===== src/rtl/alu_decode_pkg.sv =====
// alu_decode_pkg: shared ALU control codes, data-processing cmd encodings,
// FlagW constants and the decode-stage state enum.
// Optional feature macro: ALU_MUL_EN (adds the MUL_BUSY state).
package alu_decode_pkg;

    // ALU control codes (4-bit native width; zero-extended to CTRL_W)
    localparam logic [3:0] ALU_AND   = 4'b0000;
    localparam logic [3:0] ALU_EOR   = 4'b0001;
    localparam logic [3:0] ALU_SUBAB = 4'b0010;
    localparam logic [3:0] ALU_SUBBA = 4'b0011;
    localparam logic [3:0] ALU_ADD   = 4'b0100;
    localparam logic [3:0] ALU_ADC   = 4'b0101;
    localparam logic [3:0] ALU_SBCAB = 4'b0110;
    localparam logic [3:0] ALU_SBCBA = 4'b0111;
    localparam logic [3:0] ALU_MUL   = 4'b1000;
    localparam logic [3:0] ALU_ORR   = 4'b1100;
    localparam logic [3:0] ALU_MOV   = 4'b1101;
    localparam logic [3:0] ALU_BIC   = 4'b1110;
    localparam logic [3:0] ALU_MVN   = 4'b1111;

    // Data-processing cmd field encodings
    localparam logic [3:0] CMD_AND = 4'b0000;
    localparam logic [3:0] CMD_EOR = 4'b0001;
    localparam logic [3:0] CMD_SUB = 4'b0010;
    localparam logic [3:0] CMD_RSB = 4'b0011;
    localparam logic [3:0] CMD_ADD = 4'b0100;
    localparam logic [3:0] CMD_ADC = 4'b0101;
    localparam logic [3:0] CMD_SBC = 4'b0110;
    localparam logic [3:0] CMD_RSC = 4'b0111;
    localparam logic [3:0] CMD_TST = 4'b1000;
    localparam logic [3:0] CMD_TEQ = 4'b1001;
    localparam logic [3:0] CMD_CMP = 4'b1010;
    localparam logic [3:0] CMD_CMN = 4'b1011;
    localparam logic [3:0] CMD_ORR = 4'b1100;
    localparam logic [3:0] CMD_MOV = 4'b1101;
    localparam logic [3:0] CMD_BIC = 4'b1110;
    localparam logic [3:0] CMD_MVN = 4'b1111;

    // FlagW: {NZ write, CV write}
    localparam logic [1:0] FW_NONE = 2'b00;
    localparam logic [1:0] FW_NZ   = 2'b10;
    localparam logic [1:0] FW_ALL  = 2'b11;

    typedef enum logic [1:0] {
        ST_IDLE     = 2'd0,
        ST_VALID    = 2'd1
`ifdef ALU_MUL_EN
        ,
        ST_MUL_BUSY = 2'd2
`endif
    } state_t;

endpackage


===== src/rtl/alu_decode_comb.sv =====
// alu_decode_comb: pure combinational ALU decode table.
// Optional feature macro: ALU_MUL_EN (recognises MUL via i_mul_hint).
module alu_decode_comb
    import alu_decode_pkg::*;
#(
    parameter logic [23:0] BX_PATTERN = 24'h12FFF1
) (
    input  logic [1:0]  i_op,
    input  logic [4:0]  i_funct,
    input  logic        i_alu_op,
    input  logic        i_mul_hint,
    input  logic [23:0] i_bx_inst,
    output logic [3:0]  o_ctrl,
    output logic [1:0]  o_flag_w,
    output logic        o_no_write,
    output logic        o_illegal,
    output logic        o_is_mul
);

    logic [3:0] w_cmd;
    logic       w_s;

    assign w_cmd = i_funct[4:1];
    assign w_s   = i_funct[0];

`ifndef ALU_MUL_EN
    logic w_unused_mul_hint;
    assign w_unused_mul_hint = i_mul_hint;
`endif

    // Decode table: non-DP default / BX / MUL, then the 16 DP commands
    always_comb begin
        o_ctrl     = ALU_ADD;
        o_flag_w   = FW_NONE;
        o_no_write = 1'b0;
        o_illegal  = 1'b0;
        o_is_mul   = 1'b0;
        if (!i_alu_op) begin
`ifdef ALU_MUL_EN
            if (i_mul_hint) begin
                o_is_mul = 1'b1;
                o_ctrl   = ALU_MUL;
                o_flag_w = w_s ? FW_NZ : FW_NONE;
            end else
`endif
            if (i_op == 2'b00 && i_bx_inst == BX_PATTERN) begin
                o_ctrl = ALU_MOV;
            end
        end else begin
            case (w_cmd)
                CMD_AND: begin o_ctrl = ALU_AND;   o_flag_w = w_s ? FW_NZ  : FW_NONE; end
                CMD_EOR: begin o_ctrl = ALU_EOR;   o_flag_w = w_s ? FW_NZ  : FW_NONE; end
                CMD_SUB: begin o_ctrl = ALU_SUBAB; o_flag_w = w_s ? FW_ALL : FW_NONE; end
                CMD_RSB: begin o_ctrl = ALU_SUBBA; o_flag_w = w_s ? FW_ALL : FW_NONE; end
                CMD_ADD: begin o_ctrl = ALU_ADD;   o_flag_w = w_s ? FW_ALL : FW_NONE; end
                CMD_ADC: begin o_ctrl = ALU_ADC;   o_flag_w = w_s ? FW_ALL : FW_NONE; end
                CMD_SBC: begin o_ctrl = ALU_SBCAB; o_flag_w = w_s ? FW_ALL : FW_NONE; end
                CMD_RSC: begin o_ctrl = ALU_SBCBA; o_flag_w = w_s ? FW_ALL : FW_NONE; end
                CMD_TST, CMD_TEQ, CMD_CMP, CMD_CMN: begin
                    o_no_write = 1'b1;
                    if (!w_s) begin
                        // compare without S is meaningless: treat as flagless MOV
                        o_illegal = 1'b1;
                        o_ctrl    = ALU_MOV;
                    end else begin
                        case (w_cmd)
                            CMD_TST: begin o_ctrl = ALU_AND;   o_flag_w = FW_NZ;  end
                            CMD_TEQ: begin o_ctrl = ALU_EOR;   o_flag_w = FW_NZ;  end
                            CMD_CMP: begin o_ctrl = ALU_SUBAB; o_flag_w = FW_ALL; end
                            default: begin o_ctrl = ALU_ADD;   o_flag_w = FW_ALL; end
                        endcase
                    end
                end
                CMD_ORR: begin o_ctrl = ALU_ORR; o_flag_w = w_s ? FW_NZ : FW_NONE; end
                CMD_MOV: begin o_ctrl = ALU_MOV; o_flag_w = w_s ? FW_NZ : FW_NONE; end
                CMD_BIC: begin o_ctrl = ALU_BIC; o_flag_w = w_s ? FW_NZ : FW_NONE; end
                default: begin o_ctrl = ALU_MVN; o_flag_w = w_s ? FW_NZ : FW_NONE; end
            endcase
        end
    end

endmodule


===== src/rtl/alu_decode_stage.sv =====
// alu_decode_stage: registered ALU decode stage between Decode and Execute,
// with valid/ready/stall/flush handshake.
// Optional feature macro: ALU_MUL_EN (multi-cycle MUL sequencing, busy).
module alu_decode_stage #(
    parameter int unsigned CTRL_W     = 4,
    parameter int unsigned MUL_LAT    = 3,
    parameter logic [23:0] BX_PATTERN = 24'h12FFF1
) (
    input  logic              clk,
    input  logic              reset,
    input  logic              in_valid,
    output logic              in_ready,
    input  logic [1:0]        op,
    input  logic [4:0]        funct,
    input  logic              alu_op,
    input  logic              mul_hint,
    input  logic [23:0]       bx_inst,
    input  logic              stall,
    input  logic              flush,
    output logic              out_valid,
    output logic [CTRL_W-1:0] out_alu_ctrl,
    output logic [1:0]        out_flag_w,
    output logic              out_no_write,
    output logic              out_illegal,
    output logic              busy
);

    import alu_decode_pkg::*;

    logic [3:0] w_dec_ctrl;
    logic [1:0] w_dec_flag_w;
    logic       w_dec_no_write;
    logic       w_dec_illegal;
    logic       w_dec_is_mul;
    logic       w_accept;

    state_t            r_state, w_state_nxt;
    logic [CTRL_W-1:0] r_alu_ctrl, w_alu_ctrl_nxt;
    logic [1:0]        r_flag_w, w_flag_w_nxt;
    logic              r_no_write, w_no_write_nxt;
    logic              r_illegal, w_illegal_nxt;

`ifdef ALU_MUL_EN
    localparam int unsigned CNT_W = (MUL_LAT > 1) ? $clog2(MUL_LAT) : 1;
    logic [CNT_W-1:0] r_cnt, w_cnt_nxt;
`else
    localparam int unsigned unused_mul_lat = MUL_LAT;
    logic w_unused_is_mul;
    assign w_unused_is_mul = w_dec_is_mul;
`endif

    alu_decode_comb #(
        .BX_PATTERN (BX_PATTERN)
    ) u_dec (
        .i_op       (op),
        .i_funct    (funct),
        .i_alu_op   (alu_op),
        .i_mul_hint (mul_hint),
        .i_bx_inst  (bx_inst),
        .o_ctrl     (w_dec_ctrl),
        .o_flag_w   (w_dec_flag_w),
        .o_no_write (w_dec_no_write),
        .o_illegal  (w_dec_illegal),
        .o_is_mul   (w_dec_is_mul)
    );

    assign in_ready = !reset && !flush &&
                      (r_state == ST_IDLE || (r_state == ST_VALID && !stall));
    assign w_accept = in_valid && in_ready;

    // Next-state and next-output-register logic
    always_comb begin
        w_state_nxt    = r_state;
        w_alu_ctrl_nxt = r_alu_ctrl;
        w_flag_w_nxt   = r_flag_w;
        w_no_write_nxt = r_no_write;
        w_illegal_nxt  = r_illegal;
`ifdef ALU_MUL_EN
        w_cnt_nxt      = r_cnt;
`endif
        if (flush) begin
            w_state_nxt    = ST_IDLE;
            w_alu_ctrl_nxt = '0;
            w_flag_w_nxt   = '0;
            w_no_write_nxt = 1'b0;
            w_illegal_nxt  = 1'b0;
`ifdef ALU_MUL_EN
            w_cnt_nxt      = '0;
`endif
        end else begin
            case (r_state)
                ST_IDLE, ST_VALID: begin
                    if (w_accept) begin
                        w_alu_ctrl_nxt = CTRL_W'(w_dec_ctrl);
                        w_flag_w_nxt   = w_dec_flag_w;
                        w_no_write_nxt = w_dec_no_write;
                        w_illegal_nxt  = w_dec_illegal;
`ifdef ALU_MUL_EN
                        if (w_dec_is_mul && (MUL_LAT > 1)) begin
                            w_state_nxt = ST_MUL_BUSY;
                            w_cnt_nxt   = CNT_W'(MUL_LAT - 1);
                        end else
`endif
                        w_state_nxt = ST_VALID;
                    end else if (!(r_state == ST_VALID && stall)) begin
                        w_state_nxt = ST_IDLE;
                    end
                end
`ifdef ALU_MUL_EN
                ST_MUL_BUSY: begin
                    // stall is deliberately ignored while counting down
                    if (r_cnt == CNT_W'(1)) begin
                        w_state_nxt = ST_VALID;
                        w_cnt_nxt   = '0;
                    end else begin
                        w_cnt_nxt = r_cnt - CNT_W'(1);
                    end
                end
`endif
                default: w_state_nxt = ST_IDLE;
            endcase
        end
    end

    // State, counter and output registers with synchronous reset
    always_ff @(posedge clk) begin
        if (reset) begin
            r_state    <= ST_IDLE;
            r_alu_ctrl <= '0;
            r_flag_w   <= '0;
            r_no_write <= 1'b0;
            r_illegal  <= 1'b0;
`ifdef ALU_MUL_EN
            r_cnt      <= '0;
`endif
        end else begin
            r_state    <= w_state_nxt;
            r_alu_ctrl <= w_alu_ctrl_nxt;
            r_flag_w   <= w_flag_w_nxt;
            r_no_write <= w_no_write_nxt;
            r_illegal  <= w_illegal_nxt;
`ifdef ALU_MUL_EN
            r_cnt      <= w_cnt_nxt;
`endif
        end
    end

    assign out_valid    = (r_state == ST_VALID);
    assign out_alu_ctrl = r_alu_ctrl;
    assign out_flag_w   = r_flag_w;
    assign out_no_write = r_no_write;
    assign out_illegal  = r_illegal;
`ifdef ALU_MUL_EN
    assign busy = (r_state == ST_MUL_BUSY);
`else
    assign busy = 1'b0;
`endif

endmodule


===== config.mk =====
export PLATFORM = sky130hd
export DESIGN_NAME = alu_decode_stage
export DESIGN_NICKNAME = d
export VERILOG_FILES = /design/src/rtl/alu_decode_pkg.sv /design/src/rtl/alu_decode_comb.sv /design/src/rtl/alu_decode_stage.sv
export SDC_FILE = /design/constraint.sdc
export NUM_CORES = 1
export LEC_CHECK = 0
export CELL_PAD_IN_SITES_DETAIL_PLACEMENT = 1
export CELL_PAD_IN_SITES_GLOBAL_PLACEMENT = 2
export CORE_AREA = 2 2 64 78
export DETAILED_ROUTE_END_ITERATION = 8
export DIE_AREA = 0 0 66 80
export HOLD_SLACK_MARGIN = 0.02
export PLACE_DENSITY_LB_ADDON = 0.3
export RECOVER_POWER = 100
export SYNTH_ARGS = -nofsm -noshare
export SYNTH_HDL_FRONTEND = slang
export SYNTH_SLANG_ARGS = --single-unit

===== constraint.sdc =====
create_clock -name clk -period 1.6 [get_ports clk]
set_clock_uncertainty 0.2 [all_clocks]
set_input_delay 0.24 -clock clk [delete_from_list [all_inputs] [get_ports clk]]
set_output_delay 0.24 -clock clk [all_outputs]
set_load 0.05 [all_outputs]

==> impl_results.html <==
<table>
<tr><th>Metric</th><th>Value</th></tr>
<tr><th colspan="2">Worst setup path</th></tr>
<tr><td>Library cell contributing the largest single delay on the critical path</td><td>or4_4</td></tr>
<tr><td>Setup crit end kind</td><td>register</td></tr>
<tr><td>Depth of the most critical reg-to-reg path</td><td>4</td></tr>
<tr><td>First element of the critical path</td><td>op[1]</td></tr>
<tr><td>CP Cell Sequence</td><td>clkdlybuf4s50_1, nor4b_2, nand2_1, or4_4, a31oi_1</td></tr>
<tr><td>Critical path data arrival time</td><td>1.60 ns</td></tr>
<tr><td>Data required time at the worst endpoint</td><td>1.56 ns</td></tr>
<tr><td>Endpoint of the worst register-to-register path</td><td>out_alu_ctrl[3]$_SDFFE_PP0P_</td></tr>
<tr><td>CP Launch Type</td><td>primary input</td></tr>
<tr><td>Crit Path Max Fanout</td><td>2</td></tr>
<tr><td>Max incr delay on CP</td><td>0.51 ns</td></tr>
<tr><td>R2R Setup Slk</td><td>-0.03 ns</td></tr>
<tr><td>Worst r2r src</td><td>r_state[0]$_SDFFE_PP0P_</td></tr>
<tr><td>Critical path start-end classification</td><td>in2reg</td></tr>
<tr><th colspan="2">Detailed routing</th></tr>
<tr><td>Count of unresolved DRC violations after routing</td><td>0</td></tr>
<tr><td>Average wire length per cell after detail routing</td><td>11.41 um</td></tr>
<tr><td>Sum of routed wire length over all layers</td><td>2042 um</td></tr>
<tr><td>Initial DRT Pass Iterations</td><td>4</td></tr>
<tr><td>Count of antenna-violating nets left after detailed routing</td><td>0</td></tr>
<tr><td>Drt first-iter violations</td><td>8</td></tr>
<tr><td>Vias per Instance</td><td>3.944</td></tr>
<tr><td>Number of vias in the routed layout</td><td>706</td></tr>
<tr><th colspan="2">Hold path</th></tr>
<tr><td>Class of the tightest hold or removal check</td><td>in2reg</td></tr>
<tr><td>End point of the worst hold path</td><td>out_alu_ctrl[3]$_SDFFE_PP0P_</td></tr>
<tr><td>Number of cells on the worst hold path</td><td>5</td></tr>
<tr><td>Startpoint of the lowest-slack hold path</td><td>bx_inst[1]</td></tr>
<tr><th colspan="2">Run</th></tr>
<tr><td>Maximum capacitance violations</td><td>0</td></tr>
<tr><th colspan="2">Global routing</th></tr>
<tr><td>Via count of the first global-routing pass</td><td>801</td></tr>
<tr><td>Number of antenna violations at the first check in global routing</td><td>0</td></tr>
<tr><td>First-pass GRT wire length</td><td>3353 um</td></tr>
<tr><td>Met2 layer usage reported by global route</td><td>15.15%</td></tr>
<tr><td>Total Routing Usage GR</td><td>8.184%</td></tr>
<tr><td>Grt ovf</td><td>0</td></tr>
<tr><td>GR met3 Demand/Resource</td><td>1.834%</td></tr>
<tr><td>Maximum number of pins on one net before global-route repair</td><td>10</td></tr>
<tr><td>Met1 Usage GRT</td><td>8.383%</td></tr>
<tr><td>Busiest layer in global routing</td><td>met2</td></tr>
<tr><th colspan="2">Synth</th></tr>
<tr><td>Synth unique cells</td><td>28</td></tr>
<tr><td>Primary flip-flop cell chosen by synthesis mapping</td><td>dfxtp_1</td></tr>
<tr><td>Number of enable flip-flop cells after synthesis</td><td>0</td></tr>
<tr><td>Syn avg cell area</td><td>7.943 um2</td></tr>
<tr><td>Largest cells by area after synthesis</td><td>dfxtp_1 (34%), a21oi_1 (6.7%), nand2_1 (6.4%)</td></tr>
<tr><td>Share of the synthesized area in the top cell type</td><td>34.37%</td></tr>
<tr><td>Register bit total from synthesis</td><td>9</td></tr>
<tr><td>Mapped Cells</td><td>66</td></tr>
<tr><td>Register area share after synthesis</td><td>34.37%</td></tr>
<tr><td>Count of yosys warnings during synthesis</td><td>0</td></tr>
<tr><td>Fraction of synthesis flops using an asynchronous set or reset pin</td><td>0%</td></tr>
<tr><td>Synth Net Count</td><td>104</td></tr>
<tr><td>Netlist area before placement</td><td>524.3 um2</td></tr>
<tr><td>Cell type contributing the most total cell area after synthesis</td><td>dfxtp_1</td></tr>
<tr><th colspan="2">Finish</th></tr>
<tr><td>Most frequent cells in the layout</td><td>clkdlybuf4s50_1 (22), dlymetal6s2s_1 (13), nand2_1 (9), dlygate4sd2_1 (9)</td></tr>
<tr><td>Antenna Cells</td><td>0</td></tr>
<tr><td>Area added between synthesis and finish</td><td>134.1%</td></tr>
<tr><td>Final design utilization</td><td>27.11%</td></tr>
<tr><td>Layout cells sized above 1</td><td>19.01%</td></tr>
<tr><td>Net count of the finished layout</td><td>160</td></tr>
<tr><td>Layout fillers</td><td>564</td></tr>
<tr><td>Reg area</td><td>183.9 um2</td></tr>
<tr><td>Area taken by multi-input logic gates</td><td>345.3 um2</td></tr>
<tr><td>Cell area after layout</td><td>1227 um2</td></tr>
<tr><td>Most common cell after layout, fill and taps aside</td><td>clkdlybuf4s50_1</td></tr>
<tr><th colspan="2">Clock tree</th></tr>
<tr><td>Clock sinks</td><td>9</td></tr>
<tr><td>Clock tree from TritonCTS</td><td>done</td></tr>
<tr><td>Library cell used as clock root buffer</td><td>clkbuf_8</td></tr>
<tr><td>Worst-skew pair later-pin latency</td><td>0.23 ns</td></tr>
<tr><td>Number of post-CTS setup repair buffers</td><td>0</td></tr>
<tr><td>Clock buffer count from CTS</td><td>3</td></tr>
<tr><td>CTS hold repair buffers</td><td>0</td></tr>
<tr><td>Worst-case clock buffer depth</td><td>2</td></tr>
<tr><td>CTS clock-pin slew for the worst setup and hold paths</td><td>0.05 ns</td></tr>
<tr><td>Number of H-tree levels</td><td>1</td></tr>
<tr><th colspan="2">Pwr</th></tr>
<tr><td>Maximum resistive drop on vdd</td><td>0.0001927 V</td></tr>
<tr><td>Internal power consumption</td><td>516.8 uW</td></tr>
<tr><td>Flop pwr share</td><td>33.8%</td></tr>
<tr><td>Net load switching power</td><td>165.8 uW</td></tr>
<tr><td>Static leakage</td><td>0.6446 nW</td></tr>
<tr><td>Switching power as a share of total power</td><td>24.29%</td></tr>
<tr><td>Power per cell area</td><td>556.2 nW/um2</td></tr>
<tr><td>Part of the power in the clock network</td><td>37.6%</td></tr>
<tr><td>Part of the total power dissipated in combinational logic</td><td>28.6%</td></tr>
<tr><th colspan="2">Floorplanning</th></tr>
<tr><td>Total number of placement rows</td><td>27</td></tr>
<tr><td>Effective utilization at floorplan</td><td>11.58%</td></tr>
<tr><td>Number of top-level pins</td><td>49</td></tr>
<tr><td>Horizontal die dimension</td><td>66 um</td></tr>
<tr><td>Overall die height</td><td>80 um</td></tr>
<tr><td>Die footprint</td><td>5280 um2</td></tr>
<tr><td>Core region area</td><td>4527 um2</td></tr>
<tr><th colspan="2">STA</th></tr>
<tr><td>Setup repair after global routing missed its margin</td><td>true</td></tr>
<tr><td>Endpoints failing setup</td><td>1</td></tr>
<tr><td>F_max</td><td>610.8 MHz</td></tr>
<tr><td>Post-layout minimum cycle time</td><td>1.637 ns</td></tr>
<tr><td>Rel. slew slack</td><td>65.35%</td></tr>
<tr><td>Number of slew-limit violations in the final report</td><td>0</td></tr>
<tr><td>Pin slew with the least headroom to its limit</td><td>0.5189 ns</td></tr>
<tr><td>Worst Slack Setup Final</td><td>-0.03722 ns</td></tr>
<tr><td>Portion of the clock cycle consumed by the worst path in the final layout</td><td>102.3%</td></tr>
<tr><td>Fin. Hold Viols</td><td>0</td></tr>
<tr><th colspan="2">Outcome</th></tr>
<tr><td>Status</td><td>complete, but fails checks</td></tr>
<tr><td>Violated checks</td><td>negative setup slack</td></tr>
<tr><th colspan="2">Placed design</th></tr>
<tr><td>Total of buffers placed on input and output ports</td><td>46</td></tr>
<tr><td>HPWL Detailed</td><td>1799 um</td></tr>
<tr><td>Placed Instance Area</td><td>1209 um2</td></tr>
<tr><td>Placer Congestion</td><td>0.7308</td></tr>
</table>
layout make-up:
type,count,area share (%)
Inverter,2,0.6116
Clock buffer,4,3.670
Sequential cell,9,14.98
Tap cell,58,5.912
Timing Repair Buffer,55,46.69
Multi-Input combinational cell,51,28.13
critical path: cells and delay by family:
family / cells / cell delay, ns
and+or+nand+nor: 3 / 0.80
buffers and inverters: 1 / 0.42
AOI/OAI and AO/OA: 1 / 0.13
worst max-delay path by stage:
stage	to	slack [ns]	cells after the start
detailed placement	out_alu_ctrl[3]$_SDFFE_PP0P_	-0.43	6
global placement	out_alu_ctrl[3]$_SDFFE_PP0P_	-0.39	5
global route	out_alu_ctrl[3]$_SDFFE_PP0P_	-0.11	4
finish	out_alu_ctrl[3]$_SDFFE_PP0P_	-0.04	5
floorplan	out_alu_ctrl[3]$_SDFFE_PP0P_	-0.48	4
CTS	out_alu_ctrl[3]$_SDFFE_PP0P_	-0.1	4
cells in the mapped netlist, types with 2 or more instances:
library cell	instances
dfxtp_1	9
nand2_1	9
a21oi_1	7
nand3_1	6
nand4_1	5
nor2_1	4
clkbuf_1	2
inv_1	2
nor4bb_1	2
o21ai_0	2
metrics by stage:
step	TNS [ns]	hold slack [ns]	power (mW)	std cells	worst slack, ns
3_3_place_gp	-2.429	0.2850	0.4365	175	-0.3863
4_1_cts	-0.1162	0.3010	0.7004	179	-0.09793
6_report	-0.03722	0.2434	0.6826	179	-0.03722
2_1_floorplan	-2.433	0.1561	0.2977	66	-0.4754
5_1_grt	-0.1718	0.2730	0.7175	179	-0.1075
3_5_place_dp	-2.786	0.2948	0.4418	175	-0.4264
power by group through the flow:
| stage | clock (mW) | combinational (mW) | sequential (mW) |
|---|---|---|---|
| floorplan | 0 | 0.0487 | 0.249 |
| global placement | 0 | 0.200 | 0.237 |
| detailed placement | 0 | 0.205 | 0.237 |
| CTS | 0.264 | 0.203 | 0.233 |
| global route | 0.277 | 0.209 | 0.231 |
| finish | 0.257 | 0.195 | 0.231 |
per-layer routing:
| metal | part of all wire (%) | wire length [um] |
|---|---|---|
| met1 | 38 | 771 |
| met2 | 53 | 1081 |
| met3 | 8.2 | 168 |
| met4 | 1.0 | 21 |
| met5 | 0 | 0 |
cells by family (layout without fill, tap and decap cells):
kind of cell           after synthesis  in the layout  share of synthesized area (%)
buffers and inverters                6             61                          5.251
AOI/OAI and AO/OA                   13             13                          16.95
DFF                                  9              9                          34.37
other                                1              1                         0.7153
muxes                                1              1                          1.909
and+or+nand+nor                     36             36                          40.81
state kept, by name (all words and copies together) (netlist names):
signal / flops
r_state: 1
out_no_write: 1
out_illegal: 1
out_alu_ctrl: 4
out_flag_w: 2
repair_timing:
item | in CTS | in global routing
pin swaps | 8 | 8
setup endpoints to repair | 8 | 3
resized for setup | 14 | 6
(Power assumes the default switching activity.)
